[src/rtl/tx_timer_pkg.sv]
// ---------------------------------------------------------------------------
// tx_timer_pkg
// Shared definitions for the I2C-style transmit burst timer:
//   - tx_state_e   : sequencer state encoding
//   - DEF_*        : default values for DATA_BITS, MAX_BYTES, TIMEOUT_CYCLES
//   - cnt_width()  : width of a counter that must hold 0..max_val
//   - clamp_len()  : maps a requested burst length onto 1..max_len
// No ports (package).
// ---------------------------------------------------------------------------
package tx_timer_pkg;

    typedef enum logic [2:0] {
        IDLE,
        DATA,
        ACK_FALL,
        ACK_RISE,
        ACK_END
    } tx_state_e;

    localparam int DEF_DATA_BITS      = 8;
    localparam int DEF_MAX_BYTES      = 16;
    localparam int DEF_TIMEOUT_CYCLES = 1024;

    // Bits needed to represent every value from 0 up to max_val inclusive.
    function automatic int cnt_width(input int max_val);
        return (max_val < 1) ? 1 : $clog2(max_val + 1);
    endfunction

    // A zero length still sends one byte; oversize requests saturate.
    function automatic int clamp_len(input int len, input int max_len);
        if (len < 1) begin
            return 1;
        end
        if (len > max_len) begin
            return max_len;
        end
        return len;
    endfunction

endpackage

[src/rtl/flex_counter.sv]
// ---------------------------------------------------------------------------
// flex_counter
// Up-counter with synchronous clear and programmable rollover. When the
// count equals rollover_val and count_enable is high, the next value is 1.
// Ports:
//   clk           in   system clock
//   n_rst         in   asynchronous active-low reset
//   clear         in   synchronous clear to 0 (wins over count_enable)
//   count_enable  in   advance the count by one
//   rollover_val  in   highest value before wrapping back to 1
//   count_out     out  current count (registered)
// ---------------------------------------------------------------------------
module flex_counter #(
    parameter int NUM_CNT_BITS = 4
) (
    input  logic                    clk,
    input  logic                    n_rst,
    input  logic                    clear,
    input  logic                    count_enable,
    input  logic [NUM_CNT_BITS-1:0] rollover_val,
    output logic [NUM_CNT_BITS-1:0] count_out
);

    logic [NUM_CNT_BITS-1:0] r_count;
    logic [NUM_CNT_BITS-1:0] w_count_next;

    always_comb begin
        w_count_next = r_count;
        if (clear) begin
            w_count_next = '0;
        end else if (count_enable) begin
            w_count_next = (r_count == rollover_val) ? NUM_CNT_BITS'(1)
                                                     : r_count + NUM_CNT_BITS'(1);
        end
    end

    always_ff @(posedge clk or negedge n_rst) begin
        if (!n_rst) begin
            r_count <= '0;
        end else begin
            r_count <= w_count_next;
        end
    end

    assign count_out = r_count;

endmodule

[src/rtl/tx_burst_timer.sv]
// ---------------------------------------------------------------------------
// tx_burst_timer
// Bit/byte sequencer for the transmit path. Counts SCL edge strobes, emits
// single-cycle phase pulses (data shift, byte end, ACK release/sample/end),
// and repeats bytes for a burst of programmable length with NACK and stop
// abort. Optional watchdog abort is compiled in with TX_TIMER_TIMEOUT_EN.
// Ports:
//   clk, n_rst                 clock, asynchronous active-low reset
//   rising_edge, falling_edge  one-cycle SCL edge strobes
//   start, stop                begin burst (idle only) / abort burst
//   burst_len [BW]             bytes in burst, sampled on start
//   sda_in                     SDA sampled on the ACK rising edge
//   shift_strobe, byte_received, ack_ready, check_ack, ack_done,
//   load_byte, burst_done, timeout   registered one-cycle pulses
//   nack                       sticky NACK flag, cleared by accepted start
//   busy                       high whenever not IDLE
//   byte_index [BW]            0-based index of the current byte
// ---------------------------------------------------------------------------
module tx_burst_timer
    import tx_timer_pkg::*;
#(
    parameter  int DATA_BITS      = DEF_DATA_BITS,
    parameter  int MAX_BYTES      = DEF_MAX_BYTES,
    parameter  int TIMEOUT_CYCLES = DEF_TIMEOUT_CYCLES,
    localparam int BW             = cnt_width(MAX_BYTES)
) (
    input  logic          clk,
    input  logic          n_rst,
    input  logic          rising_edge,
    input  logic          falling_edge,
    input  logic          start,
    input  logic          stop,
    input  logic [BW-1:0] burst_len,
    input  logic          sda_in,
    output logic          shift_strobe,
    output logic          byte_received,
    output logic          ack_ready,
    output logic          check_ack,
    output logic          ack_done,
    output logic          load_byte,
    output logic          burst_done,
    output logic          nack,
    output logic          timeout,
    output logic          busy,
    output logic [BW-1:0] byte_index
);

    localparam int BCW = cnt_width(DATA_BITS);

    tx_state_e      r_state;
    logic [BW-1:0]  r_len;
    logic [BW-1:0]  r_byte_cnt;
    logic           r_nack;
    logic           r_busy;
    logic           r_shift_strobe;
    logic           r_byte_received;
    logic           r_ack_ready;
    logic           r_check_ack;
    logic           r_ack_done;
    logic           r_load_byte;
    logic           r_burst_done;

    logic [BCW-1:0] w_bit_cnt;
    logic           w_start_acc;
    logic           w_stop_acc;
    logic           w_timeout_hit;
    logic           w_last_byte;
    logic           w_load;
    logic           w_bit_clear;
    logic           w_bit_en;

    assign w_start_acc = start && (r_state == IDLE);
    assign w_stop_acc  = stop && (r_state != IDLE);
    assign w_last_byte = (r_byte_cnt == r_len - BW'(1));

    // Advancing to the next byte of the burst at the end of the ACK clock.
    assign w_load = (r_state == ACK_END) && falling_edge && !w_stop_acc &&
                    !w_timeout_hit && !(r_nack || w_last_byte);

    assign w_bit_clear = w_start_acc || w_stop_acc || w_timeout_hit || w_load;
    assign w_bit_en    = (r_state == DATA) && rising_edge && !w_stop_acc;

    flex_counter #(
        .NUM_CNT_BITS (BCW)
    ) u_bit_cnt (
        .clk          (clk),
        .n_rst        (n_rst),
        .clear        (w_bit_clear),
        .count_enable (w_bit_en),
        .rollover_val (BCW'(DATA_BITS)),
        .count_out    (w_bit_cnt)
    );

`ifdef TX_TIMER_TIMEOUT_EN
    localparam int WDW = cnt_width(TIMEOUT_CYCLES);

    logic [WDW-1:0] r_wd;
    logic           r_timeout;

    // Fires on the TIMEOUT_CYCLES-th consecutive busy cycle without an edge.
    assign w_timeout_hit = (r_state != IDLE) && !stop && !rising_edge &&
                           !falling_edge && (r_wd == WDW'(TIMEOUT_CYCLES - 1));

    always_ff @(posedge clk or negedge n_rst) begin
        if (!n_rst) begin
            r_wd      <= '0;
            r_timeout <= 1'b0;
        end else begin
            r_timeout <= w_timeout_hit;
            if ((r_state == IDLE) || rising_edge || falling_edge || w_timeout_hit) begin
                r_wd <= '0;
            end else begin
                r_wd <= r_wd + WDW'(1);
            end
        end
    end

    assign timeout = r_timeout;
`else
    assign w_timeout_hit = 1'b0;
    assign timeout       = 1'b0;
`endif

    always_ff @(posedge clk or negedge n_rst) begin
        if (!n_rst) begin
            r_state         <= IDLE;
            r_len           <= '0;
            r_byte_cnt      <= '0;
            r_nack          <= 1'b0;
            r_busy          <= 1'b0;
            r_shift_strobe  <= 1'b0;
            r_byte_received <= 1'b0;
            r_ack_ready     <= 1'b0;
            r_check_ack     <= 1'b0;
            r_ack_done      <= 1'b0;
            r_load_byte     <= 1'b0;
            r_burst_done    <= 1'b0;
        end else begin
            r_shift_strobe  <= 1'b0;
            r_byte_received <= 1'b0;
            r_ack_ready     <= 1'b0;
            r_check_ack     <= 1'b0;
            r_ack_done      <= 1'b0;
            r_load_byte     <= 1'b0;
            r_burst_done    <= 1'b0;

            // Aborts take precedence over any edge in the same cycle and
            // leave nack untouched so the controller can still inspect it.
            if (w_stop_acc || w_timeout_hit) begin
                r_state    <= IDLE;
                r_byte_cnt <= '0;
                r_busy     <= 1'b0;
            end else begin
                case (r_state)
                    IDLE: begin
                        if (start) begin
                            r_len      <= BW'(clamp_len(int'(burst_len), MAX_BYTES));
                            r_byte_cnt <= '0;
                            r_nack     <= 1'b0;
                            r_busy     <= 1'b1;
                            r_state    <= DATA;
                        end
                    end
                    DATA: begin
                        // bit_cnt of 0 means no bit has been clocked yet, so
                        // a leading falling edge has nothing to shift.
                        if (falling_edge && (w_bit_cnt != '0) &&
                            (w_bit_cnt <= BCW'(DATA_BITS - 1))) begin
                            r_shift_strobe <= 1'b1;
                        end
                        if (rising_edge && (w_bit_cnt == BCW'(DATA_BITS - 1))) begin
                            r_byte_received <= 1'b1;
                            r_state         <= ACK_FALL;
                        end
                    end
                    ACK_FALL: begin
                        if (falling_edge) begin
                            r_ack_ready <= 1'b1;
                            r_state     <= ACK_RISE;
                        end
                    end
                    ACK_RISE: begin
                        if (rising_edge) begin
                            r_check_ack <= 1'b1;
                            if (sda_in) begin
                                r_nack <= 1'b1;
                            end
                            r_state <= ACK_END;
                        end
                    end
                    ACK_END: begin
                        if (falling_edge) begin
                            r_ack_done <= 1'b1;
                            if (r_nack || w_last_byte) begin
                                r_burst_done <= 1'b1;
                                r_busy       <= 1'b0;
                                r_state      <= IDLE;
                            end else begin
                                r_byte_cnt  <= r_byte_cnt + BW'(1);
                                r_load_byte <= 1'b1;
                                r_state     <= DATA;
                            end
                        end
                    end
                    default: begin
                        r_state <= IDLE;
                        r_busy  <= 1'b0;
                    end
                endcase
            end
        end
    end

    assign shift_strobe  = r_shift_strobe;
    assign byte_received = r_byte_received;
    assign ack_ready     = r_ack_ready;
    assign check_ack     = r_check_ack;
    assign ack_done      = r_ack_done;
    assign load_byte     = r_load_byte;
    assign burst_done    = r_burst_done;
    assign nack          = r_nack;
    assign busy          = r_busy;
    assign byte_index    = r_byte_cnt;

endmodule

[config.mk]
export PLATFORM = sky130hd
export DESIGN_NAME = tx_burst_timer
export DESIGN_NICKNAME = d
export VERILOG_FILES = /design/src/rtl/tx_timer_pkg.sv /design/src/rtl/flex_counter.sv /design/src/rtl/tx_burst_timer.sv
export SDC_FILE = /design/constraint.sdc
export NUM_CORES = 1
export LEC_CHECK = 0
export BUFFER_PORTS_ARGS = -buffer_cell sky130_fd_sc_hd__buf_4
export CORE_ASPECT_RATIO = 0.75
export CORE_UTILIZATION = 24
export DETAILED_ROUTE_END_ITERATION = 10
export MAX_ROUTING_LAYER = met4
export PLACE_DENSITY_LB_ADDON = 0.2
export SYNTH_ARGS = -nofsm -noshare
export SYNTH_HDL_FRONTEND = slang
export SYNTH_SLANG_ARGS = --single-unit
[constraint.sdc]
create_clock -name clk -period 5.7 [get_ports clk]
set_clock_uncertainty 0.1 [all_clocks]
set_input_delay 0.285 -clock clk [delete_from_list [all_inputs] [get_ports clk]]
set_output_delay 0.285 -clock clk [all_outputs]
set_load 0.02 [all_outputs]
# Word-level counts from Yosys, hierarchy flattened
# Index checks and enable logic that the tools add are counted.
# totals
inputBits,12
register_bits,26
# op_classes
add_sub_neg,3
n_lt_le_gt_ge,3
mux,60
eq_ne,18
reduce_logical,27
bitwise,1
# op_table
op,n
2-to-1 mux 1 bit,40
2-to-1 mux 5 bit,7
2-to-1 mux 3 bit,6
inequality test 3 bit (second input constant),5
one-hot mux 3 bit (5 select lines),1
2-to-1 mux 4 bit,3
logical AND 1 bit,10
one-hot mux 5 bit (2 select lines),1
AND reduction 5 bit,2
AND reduction 4 bit,2
== test 3 x 2 -> 1 bit (second input constant),2
inequality test 2 bit (second input constant),3
inequality test 3 x 2 -> 1 bit (second input constant),2
nonzero test 3 bit,2
adder 5 x 1 -> 5 bit (second input constant),1
== test 5 bit,1
> comparator 5 bit (second input constant),1
less-than comparator 5 x 1 -> 1 bit (second input constant),1
subtractor 5 x 1 -> 5 bit (second input constant),1
adder 4 x 1 -> 4 bit (second input constant),1
== test 4 x 3 -> 1 bit (second input constant),1
== test 4 bit (second input constant),1
<= comparator 4 x 3 -> 1 bit (second input constant),1
nonzero test 2 bit,2
12 further kinds,15

# Logic depth before layout (Yosys ltp)
# Gate-level depths: netlist of run 1.
# logic_depth
depth_word,11
mapped_depth,8
depth_no_buf,7

# By module
# From an unflattened synthesis of run 1, not the netlist that was laid out.
# unflattened
hier_cells,159
area_unflattened_um2,1500.2
# by_module_without_submodules
module,cells_each,area_per_inst_um2,n_inst
tx_burst_timer,133,1249.9,1
flex_counter,26,250.2,1

# Worst setup path before layout of run 1
# No wires, ideal clock.
# synth_timing
path_type,reg-to-reg
startpoint,register r_len[0]
endpoint,"register u_bit_cnt.r_count[0], in the netlist u_bit_cnt.count_out[0]"
required_ns,5.493
arrival_time_ns,1.916
stages_incl_launch_ff,9
setup_slack_ns,3.577
path_buffers,1
cell_sequence,dfrtp_1 > inv_1 > ha_1 > nor2b_1 > or3_1 > a311oi_2 > buf_6 > nor3_4 > a2111oi_4
# synth_between
elab_chain_len,7
# synth_rtl
item,line_no,text
start: declaration,tx_burst_timer.sv:51,logic [BW-1:0] r_len;
start signal: assignment,tx_burst_timer.sv:157,"r_len <= BW'(clamp_len(int'(burst_len), MAX_BYTES));"
subtractor 5 x 1 -> 5 bit *,tx_burst_timer.sv:74,assign w_last_byte = (r_byte_cnt == r_len - BW'(1));
== test 5 bit *,tx_burst_timer.sv:74,
logical OR 1 bit *,tx_burst_timer.sv:78,!w_timeout_hit && !(r_nack || w_last_byte);
zero test 1 bit *,tx_burst_timer.sv:78,
logical AND 1 bit *,tx_burst_timer.sv:78,
logical OR 1 bit *,tx_burst_timer.sv:80,assign w_bit_clear = w_start_acc || w_stop_acc || w_timeout_hit || w_load;
2-to-1 mux 4 bit or nonzero test 2 bit (tied branches),-,
end signal: assignment,flex_counter.sv:41,r_count <= w_count_next;
end: declaration,flex_counter.sv:24,logic [NUM_CNT_BITS-1:0] r_count;
# Mark *: on every way between the ends. The rest lies on a longest branch, timed or not.
# A chain may end at the register's enable or synchronous reset.

# Final worst setup path of run 1
# layout_timing
startpoint,register r_len[0]
endpoint,"register r_byte_cnt[0], in the netlist byte_index[0]"
# layout_between
elab_chain_len,5
# layout_rtl
item,line_no,text
subtractor 5 x 1 -> 5 bit,tx_burst_timer.sv:74,
== test 5 bit,tx_burst_timer.sv:74,
logical OR 1 bit,tx_burst_timer.sv:194,if (r_nack || w_last_byte) begin
inequality test 3 bit (no source line),-,
AND reduction 4 bit (no source line),-,
end signal: assignment,tx_burst_timer.sv:199,r_byte_cnt <= r_byte_cnt + BW'(1);
end: declaration,tx_burst_timer.sv:52,logic [BW-1:0] r_byte_cnt;
# No other way between the ends.

==> results of run 1 <==
metal layers:
metal  routed length, um  track usage, %  share of wire, %
met1                1910            18.3                53
met3                 136            2.87               3.8
met4                  42            3.54               1.2
met5                   0               -                 0
met2                1490            16.1                42
critical path: stages (launching register included):
cell,delay [ns]
dfrtp_1,0.41
inv_1,0.06
ha_1,0.22
nor2b_1,0.13
or3_1,0.35
a311oi_2,0.75
nor3_1,0.19
o221a_1,0.29
report_power, final:
group	total, uW	switching (uW)	internal [uW]
Sequential	237	30.4	207
Combinational	183	99.9	82.8
Clock	124	62.3	62.0
cells in the mapped netlist, types with 2 or more instances:
library cell and number:
a21oi_1 5, a31o_2 3, and4_1 2, buf_4 3, buf_6 2, dfrtp_1 26
ha_1 4, inv_1 8, nand2_1 15, nand2b_1 6, nand3_1 5, nand4b_1 2
nor2_1 8, nor2b_1 4, nor3_1 7, nor4_1 2, o211ai_1 3, o21ai_0 8
o2bb2ai_1 2, or3_1 2, or4b_1 3, xnor2_1 3, xor2_1 2
area by class of cell:
type	count	share of cell area [%]
inverter	8	1.64
timing repair buffer	26	10.8
sequential	26	35.5
multi-input combinational	114	43.8
tap	78	5.32
clock buffer	4	3.00
final timing paths:
| kind | end | slack [ns] |
|---|---|---|
| worst max-delay path | byte_index[0] | 3.09 |
| worst min register to register | r_len[1] | 0.42 |
| worst min-delay path | r_len[0] | 0.11 |
| min in group asynchronous | byte_received | 0.35 |
| worst max register to register | byte_index[0] | 3.09 |
| max in group asynchronous | r_len[1] | 4.89 |
stage by stage:
step | area [sq um] | setup WS, ns | hold WS, ns | instances | utilization, %
floorplan | 1550 | 3.58 | -0.111 | 155 | -
global placement | 1770 | 3.14 | 0.128 | 251 | 29.4
detailed placement | 1770 | 3.12 | 0.125 | 251 | 29.4
CTS | 1830 | 3.09 | 0.0971 | 256 | 30.5
global route | 1830 | 2.89 | 0.110 | 256 | 30.5
finish | 1830 | 3.09 | 0.109 | 256 | 30.5
sequential cells by signal (all words and copies together), names as in the netlist, 3 cells and up:
signal               flops
r_len                    5
u_bit_cnt.count_out      4
r_state                  3
byte_index               5
timing repair:
item	in CTS	in global routing
buffers inserted	0	0
endpoints found under the hold margin	26	0
hold buffers	1	0
cell families (layout without fill, tap and decap cells):
family	count (synthesis)	after routing	synth area share, %
fa+ha+maj	4	4	3.24
buf+inv	15	38	5.99
other cells	1	1	0.243
compound gates	34	34	17.2
simple gates	68	68	27.0
xor+xnor	5	5	2.83
mux	2	2	1.38
flops	26	26	42.1
==> results.sh, run 1 <==
export IMPL_status="finished, final reports clean"
export IMPL_final_cell_mix="26 x dfrtp_1, 25 x buf_4, 15 x nand2_1"
export IMPL_critPathCaptureType="flop"
export IMPL_clk_latency_ns=0.28
export IMPL_num_vias=1219
export IMPL_cts_resized_gates=0
export IMPL_fill_cells=645
export IMPL_worstPathMaxFanout=11
export IMPL_syn_area_per_cell_sq_um=9.97
export IMPL_crit_required_ns=5.77
export IMPL_layout_drive_gt1_share_pct=23.0
export IMPL_overflow=0
export IMPL_drt_iter0_drc=56
export IMPL_diodes=0
export IMPL_grt_pass1_wl_um=6210
export IMPL_yosysWarnings=0
export IMPL_path_clk_slew_ns=0.09
export IMPL_die_w_um=94.7
export IMPL_synth_area_top_cells="dfrtp_1 42%, nand2_1 3.6%, ha_1 3.2%, o21ai_0 2.6%, nand2b_1 2.4%"
export IMPL_synth_top_cell_area_share_pct=42.1
export IMPL_fin_crit_sh_pct=45.8
export IMPL_max_slew_margin_rel_pct=45.2
export IMPL_grt_pass1_vias=1187
export IMPL_multiInputGateArea_sq_um=802
export IMPL_worstSetupStartpoint="r_len[0]"
export IMPL_syn_area_sq_mm=0.00155
export IMPL_cts_tree="done"
export IMPL_power_density_mw_per_mm2=297
export IMPL_max_cap_viol_count=0
export IMPL_fmax_mhz=383
export IMPL_grt_util_all_layers_pct=12.2
export IMPL_total_power_uw=544
export IMPL_peakVddDrop_mv=0.0855
export IMPL_path_class="reg2reg"
export IMPL_period_minus_slack_ns=2.61
export IMPL_layout_commonest_cell="dfrtp_1"
export IMPL_tns_ns=0
export IMPL_clockRootBuffer="clkbuf_8"
export IMPL_grt_max_degree=27
export IMPL_worstHoldStart="burst_len[4]"
export IMPL_seq_area_frac_synth_pct=42.1
export IMPL_ant_nets=0
export IMPL_via_per_inst=4.76
export IMPL_antenna_found_initial=0
export IMPL_io_pins=27
export IMPL_die_area_sq_mm=0.00677
export IMPL_post_drt_wl_per_cell_um=14.0
export IMPL_core_area_sq_mm=0.00601
export IMPL_grt_setup_unrepaired="false"
export IMPL_leakage_uw=0.000793
export IMPL_hp_class="in2reg"
export IMPL_synth_cell_types=53
export IMPL_dpl_hpwl_um=2600
export IMPL_place_gp_congestion=0.719
export IMPL_htreeDepth=1
export IMPL_areaGrowthSynthToFinish_pct=18.6
export IMPL_final_nets=195
export IMPL_port_buffers=25
export IMPL_tightest_slew_ns=0.822
export IMPL_rr_startpoint="r_len[0]"
export IMPL_cp_start_kind="flop"
export IMPL_yosys_area_top_type="dfrtp_1"
export IMPL_clk_path_buf_depth=2
export IMPL_drv_slew=0
export IMPL_synthFlopType="dfrtp_1"
export IMPL_drcViolationCount=0
export IMPL_ys_ff_latch=26
export IMPL_worstPathArrival_ns=2.68
export IMPL_num_rows=24
export IMPL_r2r_cells=7
export IMPL_synth_async_reset_ratio_pct=100
export IMPL_initial_utilization_pct=25.7
export IMPL_numCtsBuffers=3
export IMPL_hold_depth=2
export IMPL_final_setup_viol_count=0
export IMPL_regArea_sq_um=651
export IMPL_clock_sinks=26
export IMPL_synth_edf_count=0
export IMPL_finalHoldViolations=0
export IMPL_synth_nets=171
export IMPL_synth_cells=155
export IMPL_firstDrtPassIters=4
export IMPL_fp_dieH_um=71.5
export IMPL_routed_wl_um=3580
No activity file was read; power rests on OpenSTA's default activity.
==> run 2, diff against run 1 <==
- clock period: 5.7 -> 2.7 ns (I/O delays scaled with it)
==> results.sh, run 2 (synthesis gave the netlist of run 1 again) <==
export IMPL_hp_class="in2reg"
export IMPL_ant_nets=0
export IMPL_finalHoldViolations=0
export IMPL_status="finished, final reports clean"
export IMPL_path_class="reg2reg"
export IMPL_diodes=0
export IMPL_cp_top_family="compound AO/OA/AOI/OAI gates"
export IMPL_cts_setup_buffers=0
export IMPL_drt_iter0_drc=60
export IMPL_p_int_uw=815
export IMPL_overflow=0
export IMPL_instances_no_fill=260
export IMPL_multiInputGateArea_sq_um=802
export IMPL_die_area_sq_mm=0.00677
export IMPL_worst_slack_ns=0.450
export IMPL_htreeDepth=1
export IMPL_dpl_hpwl_um=2570
export IMPL_io_pins=27
export IMPL_num_vias=1213
export IMPL_cp_start_kind="flop"
export IMPL_path_clk_slew_ns=0.10
export IMPL_grt_util_all_layers_pct=11.6
export IMPL_die_w_um=94.7
export IMPL_drcViolationCount=0
export IMPL_tns_ns=0
export IMPL_grt_max_degree=27
export IMPL_crit_required_ns=2.77
export IMPL_dp_slack_ns=0.441
export IMPL_clockRootBuffer="clkbuf_8"
export IMPL_clk_latency_ns=0.27
export IMPL_path_buf_inv=2
export IMPL_cp_slowest_stage_delay_ns=0.40
export IMPL_final_nets=199
export IMPL_leakage_uw=0.000818
export IMPL_place_gp_congestion=0.733
export IMPL_areaGrowthSynthToFinish_pct=22.1
export IMPL_num_rows=24
export IMPL_firstDrtPassIters=4
export IMPL_port_buffers=25
export IMPL_period_minus_slack_ns=2.25
export IMPL_clk_path_buf_depth=2
export IMPL_routed_wl_um=3480
export IMPL_regArea_sq_um=651
export IMPL_critPathCaptureType="flop"
export IMPL_max_cap_viol_count=0
export IMPL_crit_chain="inv_1 > ha_1 > nor2b_1 > or3_1 > a311oi_2 > buf_4 > nor3_4 > a2111oi_4"
export IMPL_fill_cells=630
export IMPL_final_cell_mix="26 x dfrtp_1, 26 x buf_4, 15 x nand2_1"
export IMPL_p_clk_share_pct=26.3
export IMPL_place_inst=252
export IMPL_max_slew_margin_rel_pct=63.2
export IMPL_p_sw_share_pct=33.1
export IMPL_fp_dieH_um=71.5
export IMPL_drv_slew=0
export IMPL_fmax_mhz=445
export IMPL_layout_drive_gt1_share_pct=23.1
export IMPL_worstPathMaxFanout=11
export IMPL_post_drt_wl_per_cell_um=13.4
export IMPL_total_power_uw=1220
export IMPL_core_area_sq_mm=0.00601
export IMPL_slowest_stage="dfrtp_1"
export IMPL_placed_cell_area_sq_mm=0.00178
export IMPL_postLayoutCellArea_sq_mm=0.00189
export IMPL_fin_crit_sh_pct=83.3
export IMPL_combPwrFrac_pct=32.4
export IMPL_grt_pass1_vias=1132
export IMPL_worstPathArrival_ns=2.31
export IMPL_clock_sinks=26
export IMPL_grt_pass1_wl_um=5880
export IMPL_antenna_found_initial=0
export IMPL_final_setup_viol_count=0
export IMPL_tightest_slew_ns=0.551
export IMPL_peakVddDrop_mv=0.231
export IMPL_power_density_mw_per_mm2=646
export IMPL_initial_utilization_pct=25.7
export IMPL_p_sw_uw=404
export IMPL_cts_tree="done"
export IMPL_numCtsBuffers=3
export IMPL_p_seq_share_pct=41.2
export IMPL_grt_setup_unrepaired="false"
export IMPL_via_per_inst=4.67
## run 2: what timing repair did
| item | 4_1_cts | 5_1_grt |
|---|---|---|
| hold buffers | 4 | 0 |
| hold endpoints to repair | 29 | 0 |
| resized for setup | 0 | 0 |
## run 2: through the flow
stage	hold WS (ns)	util, %
after floorplan	-0.261	-
after global placement	-0.0242	29.6
after detailed placement	-0.0271	29.6
after CTS	0.0280	31.4
after global routing	0.0204	31.4
final	0.0359	31.4
## run 2: worst reg2reg max path: stages (launching register included)
cell and delay [ns]:
dfrtp_1 0.40, inv_1 0.06, ha_1 0.22, nor2b_1 0.13, or3_1 0.35, a311oi_2 0.26
buf_4 0.22, nor3_4 0.08, a2111oi_4 0.33
## run 2: layer usage
metal	up-vias	wire length (um)	GRT usage, %	part of all wire [%]
li1	615	-	-	-
met1	560	1860	18.2	53
met2	36	1420	15.1	41
met3	2	178	2.23	5.1
met4	0	27	2.53	0.78
met5	-	0	-	0
## run 2: layout make-up
| class | instances | share of cell area (%) |
|---|---|---|
| Clock inverter | 1 | 1.59 |
| Tap cell | 78 | 5.17 |
| Timing Repair Buffer | 30 | 12.5 |
| Inverter | 8 | 1.59 |
| Sequential cell | 26 | 34.5 |
| Clock buffer | 3 | 2.19 |
| Multi-Input combinational cell | 114 | 42.5 |
## run 2: final timing paths
check | end | depth (start not counted) | startpoint | slack (ns)
setup / recovery | u_bit_cnt.count_out[0] | 8 | r_len[0] | 0.45
hold / removal | nack | 3 | sda_in | 0.04
setup reg to reg | u_bit_cnt.count_out[0] | 8 | r_len[0] | 0.45
hold reg to reg | r_len[1] | 2 | r_len[1] | 0.45
max in group asynchronous | byte_index[0] | 2 | n_rst | 2.04
min in group asynchronous | shift_strobe | 2 | n_rst | 0.20
## run 2: power groups by stage
| stage | clock (uW) | combinational, uW | sequential [uW] |
|---|---|---|---|
| 3_3_place_gp | 0 | 399 | 511 |
| 6_report | 321 | 395 | 502 |
| 2_1_floorplan | 0 | 335 | 487 |
| 5_1_grt | 355 | 441 | 512 |
| 4_1_cts | 331 | 401 | 502 |
| 3_5_place_dp | 0 | 395 | 509 |
